[config.mk]
export PLATFORM = sky130hd
export DESIGN_NAME = bit_serializer
export DESIGN_NICKNAME = d
export VERILOG_FILES = /design/src/rtl/ser_pkg.sv /design/src/rtl/bit_serializer.sv
export SDC_FILE = /design/constraint.sdc
export NUM_CORES = 1
export LEC_CHECK = 0
export ABC_AREA = 1
export BUFFER_PORTS_ARGS = -buffer_cell sky130_fd_sc_hd__buf_2
export CORE_MARGIN = 8
export CORE_UTILIZATION = 59
export CTS_BUF_LIST = sky130_fd_sc_hd__clkbuf_16
export DETAILED_ROUTE_END_ITERATION = 10
export PLACE_DENSITY_LB_ADDON = 0.25
export SYNTH_ARGS = -nofsm -noshare
export SYNTH_HDL_FRONTEND = slang
export SYNTH_SLANG_ARGS = --single-unit
export TNS_END_PERCENT = 5
[constraint.sdc]
create_clock -name clk -period 3.6 [get_ports clk]
set_clock_uncertainty 0.15 [all_clocks]
set_input_delay 0.36 -clock clk [delete_from_list [all_inputs] [get_ports clk]]
set_output_delay 0.36 -clock clk [all_outputs]
set_load 0.05 [all_outputs]
[src/rtl/ser_pkg.sv]
// Shared types for the parallel-to-serial front end of the sequence detector.
package ser_pkg;

    typedef enum logic [1:0] {
        SER_IDLE  = 2'b00,
        SER_SHIFT = 2'b01
    } ser_state_t;

endpackage

[src/rtl/bit_serializer.sv]
// WIDTH-bit word -> 1 bit per enabled cycle; first bit 1 cycle after accept, no gap between words.
// Backpressure: in_ready drops only while the one-entry hold register is full; bit_en=0 freezes the shifter.
module bit_serializer
    import ser_pkg::*;
#(
    parameter int WIDTH     = 8,
    parameter bit LSB_FIRST = 1'b0
) (
    input  logic             clk,
    input  logic             rst,
    input  logic             in_valid,
    output logic             in_ready,
    input  logic [WIDTH-1:0] in_data,
    input  logic             bit_en,
    output logic             bit_out,
    output logic             bit_valid,
    output logic             busy,
    output logic             word_done
);

    localparam int CW = $clog2(WIDTH);
    localparam logic [CW-1:0] LAST = CW'(WIDTH - 1);

    ser_state_t       state, state_nxt;
    logic [WIDTH-1:0] sreg, sreg_nxt;
    logic [CW-1:0]    cnt, cnt_nxt;
    logic [WIDTH-1:0] hold_data, hold_data_nxt;
    logic             hold_full, hold_full_nxt;
    logic             word_done_nxt;
    logic             accept;
    logic             last_bit;
    logic [WIDTH-1:0] sreg_shifted;

    assign in_ready  = !hold_full && !rst;
    assign accept    = in_valid && in_ready;
    assign last_bit  = (state == SER_SHIFT) && bit_en && (cnt == LAST);
    assign bit_valid = (state == SER_SHIFT) && bit_en;
    assign busy      = (state == SER_SHIFT) || hold_full;
    assign bit_out   = (state == SER_SHIFT) ? (LSB_FIRST ? sreg[0] : sreg[WIDTH-1]) : 1'b0;

    assign sreg_shifted = LSB_FIRST ? (sreg >> 1) : (sreg << 1);

    always_comb begin
        state_nxt     = state;
        sreg_nxt      = sreg;
        cnt_nxt       = cnt;
        hold_data_nxt = hold_data;
        hold_full_nxt = hold_full;
        word_done_nxt = 1'b0;
        case (state)
            SER_IDLE: begin
                if (accept) begin
                    sreg_nxt  = in_data;
                    cnt_nxt   = '0;
                    state_nxt = SER_SHIFT;
                end
            end
            SER_SHIFT: begin
                if (last_bit) begin
                    word_done_nxt = 1'b1;
                    cnt_nxt       = '0;
                    // Held word has priority; a same-cycle accept bypasses the hold register.
                    if (hold_full) begin
                        sreg_nxt      = hold_data;
                        hold_full_nxt = 1'b0;
                    end else if (accept) begin
                        sreg_nxt = in_data;
                    end else begin
                        state_nxt = SER_IDLE;
                    end
                end else begin
                    if (bit_en) begin
                        sreg_nxt = sreg_shifted;
                        cnt_nxt  = cnt + CW'(1);
                    end
                    if (accept) begin
                        hold_data_nxt = in_data;
                        hold_full_nxt = 1'b1;
                    end
                end
            end
            default: state_nxt = SER_IDLE;
        endcase
    end

    always_ff @(posedge clk) begin
        if (rst) begin
            state     <= SER_IDLE;
            sreg      <= '0;
            cnt       <= '0;
            hold_data <= '0;
            hold_full <= 1'b0;
            word_done <= 1'b0;
        end else begin
            state     <= state_nxt;
            sreg      <= sreg_nxt;
            cnt       <= cnt_nxt;
            hold_data <= hold_data_nxt;
            hold_full <= hold_full_nxt;
            word_done <= word_done_nxt;
        end
    end

endmodule

---- Word level (Yosys, flattened, before mapping) ----
Index checks and enable logic that the tools add are counted.
word-level totals
  input port bits ......................... 12
  register bits ........................... 23
  output and inout bits ................... 5
operators by class
  muxes and demuxes ....................... 18
  $add $sub $neg .......................... 1
  bitwise operators ....................... 2
  equal/unequal tests ..................... 7
  reductions and logical operators ........ 16
operators with widths
  operator               number
  $mux W8                4
  $pmux W8 S2            1
  $mux W3                3
  $mux W2                4
  $ne A2 B2 Y1 const B   4
  $pmux W3 S2            1
  $reduce_and A3 Y1      2
  $logic_and A1 B1 Y1    4
  $mux W1                4
  $pmux W2 S2            1
  $reduce_and A2 Y1      2
  $reduce_and A4 Y1      1
  $reduce_bool A2 Y1     2
  $add A3 B1 Y3 const B  1
  $eq A3 B3 Y1 const B   1
  $ne A3 B3 Y1 const B   1
  $eq A2 B1 Y1 const B   1
  $logic_not A1 Y1       2
  $logic_not A2 Y1       1
  $not A1 Y1             2
  $reduce_or A2 Y1       1
  $logic_or A1 B1 Y1     1

---- Logic depth before layout (Yosys ltp) ----
  word-level depth ........................ 7
  mapped depth ............................ 10
  gate-level depth less buffers ........... 8

---- Worst setup path after synthesis ----
No wires, ideal clock.
  path type ............................... input -> register
  start point ............................. input rst
  end point ............................... register cnt[1]
  setup slack ............................. 1.863 ns
  setup time .............................. 0.132 ns
  arrival ................................. 1.455 ns
  stages on the path ...................... 8
  required time ........................... 3.318 ns
  cell sequence ........................... buf_4 nor2_4 nand2_2 buf_6 o21ai_0 inv_1 nand2_1 a21oi_1
between the ends
  longest elaborated chain between the ends .. 5
RTL lines
  element                             line                  text
  start, declared                     bit_serializer.sv:10  input logic rst,
  $logic_not A1 Y1                    bit_serializer.sv:34  assign in_ready = !hold_full && !rst;
  $logic_and A1 B1 Y1                 bit_serializer.sv:34
  net in_ready                        bit_serializer.sv:12  output logic in_ready,
  $logic_and A1 B1 Y1                 bit_serializer.sv:35  assign accept = in_valid && in_ready;
  $ne A2 B2 Y1 (no source line)       -
  $reduce_and A3 Y1 (no source line)  -
  end signal, assigned                bit_serializer.sv:97  cnt <= cnt_nxt;
  end, declared                       bit_serializer.sv:26  logic [CW-1:0] cnt, cnt_nxt;
The timed path passes the listed nets, and every way through them passes these cells.
A chain may end at the register's enable or synchronous reset.

---- Worst setup path after layout ----
  start point ............................. register state[0]
  end point ............................... output bit_valid
between the ends
  longest elaborated chain between the ends .. 2
RTL lines
  element                 line                  text
  start, declared         bit_serializer.sv:24  ser_state_t state, state_nxt;
  start signal, assigned  bit_serializer.sv:95  state <= state_nxt;
  $eq A2 B1 Y1            bit_serializer.sv:37  assign bit_valid = (state == SER_SHIFT) && bit_en;
  $logic_and A1 B1 Y1     bit_serializer.sv:37
  end, declared           bit_serializer.sv:16  output logic bit_valid,
Every way passes these cells.

==> impl_metrics.yaml <==
synthesis:
  syn_inst: 169
  yosysMostFrequentCell: "nand2_1"
  synth_area_um2: 1110
  synth_edf_count: 0
  ys_top_cells_by_count: "65 x nand2_1, 25 x a21oi_1, 22 x dfxtp_1"
  ys.flop_type: "dfxtp_1"
  synth_area_leaders: "dfxtp_1 40%, nand2_1 22%, a21oi_1 11%, nor2_1 5.1%, inv_1 4.7%"
  synth_top_family_by_area: "simple AND/OR/NAND/NOR gates"
  synthMuxAreaShare_pct: 0
  postSynthAreaPerCell_um2: 6.59
  synth_area_leader_cell: "dfxtp_1"
  ys.warnings.count: 0
  yosys.area_share.simple_pct: 36.0
  synth_compound_area_share_pct: 13.5
  async_reset_ff_share_pct: 0
  synth-seq-cells: 22
  synth-adder-area-share_pct: 2.25
  yosys.area.top_type_share_pct: 39.6
  synth-seq-area-share_pct: 39.6
  synth_fp_nets: 183
  synth_xor_area_share_pct: 0
  synth.lib_cells_used.distinct: 18
setup_path:
  cp_cell_sequence: "nand2_1, inv_1, buf_2"
  max_stage_delay_ps: 490
  regToRegStartpoint: "cnt[0]"
  ff2ff_setup_slack_ps: 1650
  rr_worst_depth: 8
  cp-start-kind: "register"
  slowest_stage: "dfxtp_1"
  critPathTopFamily: "buffers and inverters"
  crit_path_end_kind: "output port"
  worst_ep_required_time_ps: 3090
  path_class: "register to output port"
  critPathBufInv: 2
  arrival_ps: 1550
  crit_fanout: 8
  rr_endpoint: "hold_data[2]"
clock_network:
  clkSinkCount: 22
  post_cts_resized: 0
  htreeDepth: 1
  hold_buffers: 0
  tritoncts: "done"
  root_buffer: "clkbuf_16"
  cts.clk_slew.worst_paths_ps: 60
  clockBufferDepth: 2
  cts_made_buffers: 3
  cts_setup_buffers: 0
  clk_latency_ps: 250
place:
  placed_area_um2: 1190
  dp.final_hpwl_um: 1920
  gp_congestion: 0.951
  port_buffers: 16
  dp.cells: 206
grt:
  grt_busiest_layer: "met2"
  grtUsageMet1_pct: 22.5
  use_met2_pct: 27.0
  track_usage_pct: 17.5
  antenna_found_initial: 0
  grt_pass1_wl_um: 4800
  met3_usage_pct: 3.25
  grt_overflow_total: 0
  grt_max_degree: 19
  grt_pass1_vias: 1052
layout:
  drive_gt1_share_pct: 15.7
  diodes: 0
  nets: 200
  seqCellArea_um2: 440
  syn2layout_area_growth_pct: 14.0
  fin_cells: 210
  post-route-util_pct: 72.8
  finish.instance_area_um2: 1270
  fillCellCount: 148
  multiInputGateArea_um2: 576
power_and_ir_drop:
  p_leak_nw: 0.588
  ir_worst_vdd_v: 0.000330
  power_density_nw_per_um2: 444
route:
  first_pass_iters: 4
  routed_wl_um: 2900
  avgViaCountPerCell: 5.39
  drt-wirelength-per-cell_um: 13.8
  antenna_left: 0
  vias: 1132
  drcViolationCount: 0
  drt_iter0_markers: 60
hold_path:
  holdPathEnd: "hold_data[6]"
  min_from: "in_data[6]"
  worstHoldPathCells: 3
  holdCritPathClass: "input pin to register"
outcome:
  status: "complete, no violations"
floorplanning:
  die_h_um: 59.4
  core_area_um2: 1750
  io_pins: 17
  dieArea_um2: 3530
  die_w_um: 59.4
  start_util_pct: 63.8
  rows: 15
timing:
  slew_viol_final: 0
  fmax_mhz: 485
  slew_headroom_pct: 69.7
  layout_min_cycle_time_ps: 2060
  worst_slew_pin_slew_ps: 452
  finalSetupTns_ps: 0
  fin_crit_sh_pct: 57.3
  hold_viol: 0
  setup_viol: 0
  rsz0062_at_grt: "no"
  hold_ws_ps: 218
run:
  maxCapViolCount: 0
[worst register-to-register path, stage by stage, from the launching register on]
cell     delay [ps]
dfxtp_1         380
ha_1            170
ha_1            320
nand3_2         190
nand2_2         150
nor2_4           60
inv_2           180
nand2_1          80
a21oi_1         200
[flip-flops by register name (all words and copies together) (netlist names)]
| signal | flops |
|---|---|
| cnt | 3 |
| state | 1 |
| hold_data | 8 |
| sreg | 8 |
| word_done | 1 |
| hold_full | 1 |
[layout by cell type (no fill, tap or decap), types with 2 or more instances in the layout]
cell / netlist / layout
inv_2: 3 / 3
ha_1: 2 / 2
o21ai_0: 5 / 5
nand3_1: 4 / 4
nor2_4: 3 / 3
buf_2: 0 / 16
nand2_1: 65 / 65
inv_1: 14 / 14
nor2_1: 15 / 15
a21oi_1: 25 / 25
nand4_1: 2 / 2
clkbuf_16: 0 / 3
dfxtp_1: 22 / 22
nand2_2: 2 / 2
[report_power, final]
| part | internal, mW | switching [mW] | total (mW) | leakage (nW) |
|---|---|---|---|---|
| sequential | 0.252 | 0.00741 | 0.260 | 0.179 |
| clock | 0.148 | 0.0872 | 0.235 | 0.0385 |
| combinational | 0.0197 | 0.0485 | 0.0682 | 0.370 |
[worst max-delay path by stage]
stage / startpoint / endpoint / cells past startpoint
finish: state[0] / bit_valid / 3
global route: state[0] / bit_valid / 3
CTS: state[0] / bit_valid / 3
detailed placement: cnt[0] / hold_data[5] / 8
global placement: cnt[0] / hold_data[4] / 8
floorplan: rst / cnt[1] / 8
[metrics by stage]
step	setup slack [ps]	total power, mW
5_1_grt	1490	0.580
3_5_place_dp	1800	0.330
4_1_cts	1580	0.562
2_1_floorplan	1860	0.312
6_report	1540	0.564
3_3_place_gp	1840	0.328
[cell families after synthesis]
kind of cell	count (synthesis)
AOI/OAI and AO/OA	30
buffers and inverters	21
DFF	22
and+or+nand+nor	94
adders and majority gates	2
[area by class of cell]
type | count | share of cell area [%]
well taps | 25 | 2.46
inverters | 17 | 5.02
clock inverters | 1 | 0.296
clock buffers | 3 | 5.91
multi-input cells | 126 | 45.3
repair buffers | 16 | 6.31
flip-flops and latches | 22 | 34.7
[routing by layer]
metal  share of wire [%]  wire, um  vias up
li1                    -         -      563
met1                  42      1210      487
met2                  45      1310       72
met3                  11       311       10
met4                 2.4        69        0
met5                   0         0        -
No activity file was read; power rests on OpenSTA's default activity.
